`config.mk`:
```
export PLATFORM = sky130hd
export DESIGN_NAME = mux_scan_reg
export DESIGN_NICKNAME = d
export VERILOG_FILES = /design/src/rtl/mux_scan_reg.sv
export SDC_FILE = /design/constraint.sdc
export NUM_CORES = 1
export LEC_CHECK = 0
export BUFFER_PORTS_ARGS = -buffer_cell sky130_fd_sc_hd__buf_2
export CORE_UTILIZATION = 50
export DETAILED_ROUTE_END_ITERATION = 10
export GPL_TIMING_DRIVEN = 0
export PLACE_DENSITY = 0.8
export SYNTH_ARGS = -nofsm -noshare
export SYNTH_HDL_FRONTEND = slang
export SYNTH_SLANG_ARGS = --single-unit
```
`constraint.sdc`:
```
create_clock -name clk -period 2.9 [get_ports clk]
set_clock_uncertainty 0.1 [all_clocks]
set_input_delay 0.58 -clock clk [delete_from_list [all_inputs] [get_ports clk]]
set_output_delay 0.58 -clock clk [all_outputs]
set_load 0.01 [all_outputs]
```
`src/rtl/mux_scan_reg.sv`:
```
// mux_scan_reg: N-channel, WIDTH-bit registered multiplexer with clock enable
// and a round-robin auto-scan mode that skips channels without valid data.
//
// Ports:
//   clk      - clock, all state updates on the rising edge
//   rst      - synchronous reset, active-high (overrides en and mode)
//   d        - flattened channel data, channel i at [i*WIDTH +: WIDTH]
//   d_valid  - per-channel valid flags
//   sel      - manual channel select (mode=0)
//   mode     - 0 = manual select, 1 = auto-scan
//   en       - clock enable; all state holds when low
//   z        - registered selected data
//   z_valid  - registered valid of the selected channel
//   z_sel    - registered index of the channel driving z
module mux_scan_reg #(
   parameter int unsigned WIDTH = 8,
   parameter int unsigned N     = 4,
   parameter int unsigned HOLD  = 1,
   localparam int unsigned SELW = $clog2(N)
) (
   input  logic                 clk,
   input  logic                 rst,
   input  logic [N*WIDTH-1:0]   d,
   input  logic [N-1:0]         d_valid,
   input  logic [SELW-1:0]      sel,
   input  logic                 mode,
   input  logic                 en,
   output logic [WIDTH-1:0]     z,
   output logic                 z_valid,
   output logic [SELW-1:0]      z_sel
);

   localparam int unsigned CNTW = (HOLD > 1) ? $clog2(HOLD) : 1;

   logic [WIDTH-1:0] z_q, z_d;
   logic             z_valid_q, z_valid_d;
   logic [SELW-1:0]  z_sel_q, z_sel_d;
   logic [SELW-1:0]  ptr_q, ptr_d;
   logic [CNTW-1:0]  cnt_q, cnt_d;

   logic [WIDTH-1:0] d_ch [N];

   // Unflatten channel data
   for (genvar g = 0; g < N; g++) begin : g_unpack
      assign d_ch[g] = d[g*WIDTH +: WIDTH];
   end

   // Channel lookups for manual select and scan pointer
   logic [WIDTH-1:0] sel_data, ptr_data;
   logic             sel_valid, ptr_valid, sel_in_range;

   always_comb begin
      sel_data     = '0;
      sel_valid    = 1'b0;
      sel_in_range = 1'b0;
      ptr_data     = '0;
      ptr_valid    = 1'b0;
      for (int unsigned i = 0; i < N; i++) begin
         if (sel == SELW'(i)) begin
            sel_data     = d_ch[i];
            sel_valid    = d_valid[i];
            sel_in_range = 1'b1;
         end
         if (ptr_q == SELW'(i)) begin
            ptr_data  = d_ch[i];
            ptr_valid = d_valid[i];
         end
      end
   end

   // Next valid channel searching ptr+1 .. ptr+N-1, then ptr itself;
   // falls back to ptr+1 when nothing is valid.
   logic [SELW-1:0] scan_next;
   logic            found;

   always_comb begin
      int unsigned idx;
      found     = 1'b0;
      idx       = 32'(ptr_q) + 32'd1;
      if (idx >= N) idx = idx - N;
      scan_next = SELW'(idx);
      for (int unsigned s = 1; s <= N; s++) begin
         idx = 32'(ptr_q) + s;
         if (idx >= N) idx = idx - N;
         if (!found && d_valid[idx]) begin
            found     = 1'b1;
            scan_next = SELW'(idx);
         end
      end
   end

   // Next-state logic; defaults hold every register
   always_comb begin
      z_d       = z_q;
      z_valid_d = z_valid_q;
      z_sel_d   = z_sel_q;
      ptr_d     = ptr_q;
      cnt_d     = cnt_q;
      if (en) begin
         if (!mode) begin
            z_sel_d = sel;
            cnt_d   = '0;
            if (sel_in_range) begin
               z_d       = sel_data;
               z_valid_d = sel_valid;
               ptr_d     = sel;
            end else begin
               z_d       = '0;
               z_valid_d = 1'b0;
            end
         end else begin
            z_d       = ptr_data;
            z_valid_d = ptr_valid;
            z_sel_d   = ptr_q;
            // An invalid current channel is shown once, then skipped
            if (!ptr_valid || (cnt_q == CNTW'(HOLD - 1))) begin
               ptr_d = scan_next;
               cnt_d = '0;
            end else begin
               cnt_d = cnt_q + CNTW'(1);
            end
         end
      end
   end

   always_ff @(posedge clk) begin
      if (rst) begin
         z_q       <= '0;
         z_valid_q <= 1'b0;
         z_sel_q   <= '0;
         ptr_q     <= '0;
         cnt_q     <= '0;
      end else begin
         z_q       <= z_d;
         z_valid_q <= z_valid_d;
         z_sel_q   <= z_sel_d;
         ptr_q     <= ptr_d;
         cnt_q     <= cnt_d;
      end
   end

   assign z       = z_q;
   assign z_valid = z_valid_q;
   assign z_sel   = z_sel_q;

endmodule

```
==> results.md <==
* Outcome: complete, no violations
* Post-CTS Setup Bufs at 0
* First-pass GRT wire length at 6600 um
* Top Layer Used: met4
* Post-synthesis cell type count at 36
* Period minus WS final at 2.72 ns
* Setup-failing EPs final at 0
* N_diodes at 0
* Clk Latency, worst-skew pair at around 0.28 ns
* Worst setup EP type: flip-flop
* Worst slew pin tran at 0.679 ns
* Detailed Routing Iterations Pass 1 at 4
* Synth top area share at about a fifth
* Final WS setup at ~0.18 ns
* Final Power at 0.000650 W
* Reg clk slew, reported paths at approximately 0.08 ns
* Crit share post-route at 93.7%
* CTS max path bufs at 2
* Syn Area/Cell at 7.75 um2
* Largest net degree at the start of global routing at 11
* WL met1 at around 1900 um
* Grt total ovfl at 0
* Tot GR Track Use at between 20% and 30%
* CP peak stage delay at roughly 0.52 ns
* RSZ-0062 raised after global routing: false
* Number of CTS-inserted buffers at 3
* Drt drc at 0
* Fill cells at about 270
* I/O Buffers at 49
* Die Footprint at approximately 3100 um2
* Util after Layout at roughly 65%
* Syn Nets at 235
* Final #Nets at 289
* CTS tree: built
* VDD IR max at between 0.0003 and 0.0004 V
* WL met2 at between 1500 and 2000 um
* Final ANT Viol Nets at 0
* FMAX at 0.368 GHz
* Synthesized area at 1460 um2
* Final WL at just over 4000 um
* Count of final max-slew check failures at 0
* DP Wirelength at 3170 um
* Worst hold margin at about 0.37 ns
* Crit path cell chain: clkbuf_4, inv_1, ha_1, clkbuf_1, and3b_1, a2111oi_4, nor3b_1, or4_1, a31oi_1
* Ys Warns at 0
* Max Fanout on Critical Path at 10
* Area grow syn2layout at 22.2%
* GPL Wtd Cong at between 0.9 and 1
* Initial antenna violation count at 0
* PwrDens at 363 nW/um2
* Synth area leader: dfxtp_1
* # rows at 19
* Routed len/inst at roughly 15 um
* FF+latch count, synth at 14
* CTS root buf: clkbuf_4
* Horiz. Die Dim at about 56 um
* Final hold vios at 0
* H-tree depth at 1
* Most common cell after layout, fill and taps aside: buf_2
* Setup CP Type: flip-flop to flip-flop
* Syn Inst Count at 189
* Synth top area cells: dfxtp_1, mux2i_1, mux4_2, nand2_1, nor2b_1
* Register area share after synthesis at roughly a fifth
* Crit path launch type: flip-flop
* DR iter-0 viols at 59
* Commonest non-fill, non-tap cells in the layout: buf_2, nand2_1, o21ai_0
* Worst EP required at 3.02 ns
* Hold Path Class: flip-flop to flip-flop
* Via Count at ~1,700
* Max stage delay cell, worst path: or4_1
* Post-Layout Cell Count at approximately 270
* Core Area at roughly 2800 um2
* Die height at approximately 56 um
* Worst path bufs/invs at 3
* Layout cells sized above 1 at between 20% and 30%
* CTS sink cnt at 14
* Cell family with most CP delay: simple AND/OR/NAND/NOR gates
* Maximum capacitance violations at 0
* Leakage at between 0.7 and 0.8 nW
* Io pins at 53
* Met3 wire length at roughly 280 um
* Vias per cell at just over 6
* Worst Setup Slack post-DPL at -0.0762 ns
* Vias in the first global route at between 1,000 and 1,500
* Critical path arrival at about 2.8 ns
* Placed insts at 269
* Relative slew slack at a little over half
* Initial core utilization at between 50% and 60%
-- logic make-up after synthesis --
group / after synthesis / share of synthesized area, %
adders and majority gates: 4 / 3.42
buffers and inverters: 22 / 5.64
AOI/OAI and AO/OA: 60 / 30.9
muxes: 16 / 14.4
and+or+nand+nor: 73 / 26.4
DFF: 14 / 19.1
-- metrics by stage --
stage	setup TNS (ns)	area (um2)
2_1_floorplan	0	1460
3_3_place_gp	-0.0989	1750
3_5_place_dp	-0.143	1750
4_1_cts	0	1790
5_1_grt	0	1790
6_report	0	1790
-- cells in the mapped netlist --
master / number
mux2_2: 1
and3b_1: 2
clkbuf_1: 17
dfxtp_1: 14
nand2_1: 24
nor2b_1: 14
a221oi_1: 8
nor4bb_1: 1
o311ai_0: 9
a2111o_1: 1
o211a_1: 1
nor2_1: 13
nor3b_1: 4
o211ai_1: 1
mux4_2: 4
a311oi_1: 7
a21oi_1: 5
o32ai_1: 1
and2_1: 1
o21ai_0: 17
o31ai_1: 1
nor3_1: 2
buf_1: 2
mux2i_1: 11
or4_1: 2
nand2b_1: 2
a31oi_1: 2
nand3_1: 1
a211oi_1: 5
nand3b_1: 1
a2111oi_4: 1
o311a_1: 1
ha_1: 4
and2b_1: 5
inv_1: 3
or3b_1: 1
-- worst reg2reg max path, stage by stage (launching register included) --
cell       delay [ns]
dfxtp_2          0.38
clkbuf_4         0.22
inv_1            0.12
ha_1             0.20
clkbuf_1         0.21
and3b_1          0.26
a2111oi_4        0.40
nor3b_1          0.12
or4_1            0.52
a31oi_1          0.13
-- state kept, by name, indices dropped and copies added (netlist names) --
name and cells:
z_sel 2, z 8, ptr_q 2, z_valid 1, cnt_q 1
-- metal layers --
layer | track usage, % | vias to the layer above
met2 | 42.0 | 82
met4 | 7.32 | 0
met5 | 0 | -
li1 | - | 826
met1 | 38.1 | 750
met3 | 1.40 | 5
-- where the power goes --
group	total [W]	internal (W)	switching, W	leakage, nW
registers	0.000221	0.000209	0.0000119	0.116
logic	0.000290	0.000133	0.000157	0.583
clock network	0.000139	0.0000765	0.0000629	0.0210
total	0.000650	0.000419	0.000232	0.721
-- path summary, 6_finish.rpt --
path         startpoint  endpoint  slack, ns  depth (start not counted)
min                z[6]      z[6]       0.37                          2
max            ptr_q[1]  ptr_q[0]       0.18                          9
min reg2reg        z[6]      z[6]       0.37                          2
max reg2reg    ptr_q[1]  ptr_q[0]       0.18                          9
-- final cells by class --
| class | count | area (um2) | share of cell area, % |
|---|---|---|---|
| Inverter | 3 | 11.3 | 0.629 |
| Clock buffer | 4 | 36.3 | 2.03 |
| Buffer | 19 | 75.1 | 4.20 |
| Tap cell | 31 | 38.8 | 2.17 |
| Sequential cell | 14 | 282 | 15.7 |
| Timing Repair Buffer | 49 | 245 | 13.7 |
| Multi-Input combinational cell | 153 | 1100 | 61.5 |
-- timing repair --
item,CTS,global route
gates resized for setup,1,3
hold buffers,0,0
endpoints found under the setup margin,2,2
(Power assumes the default switching activity.)
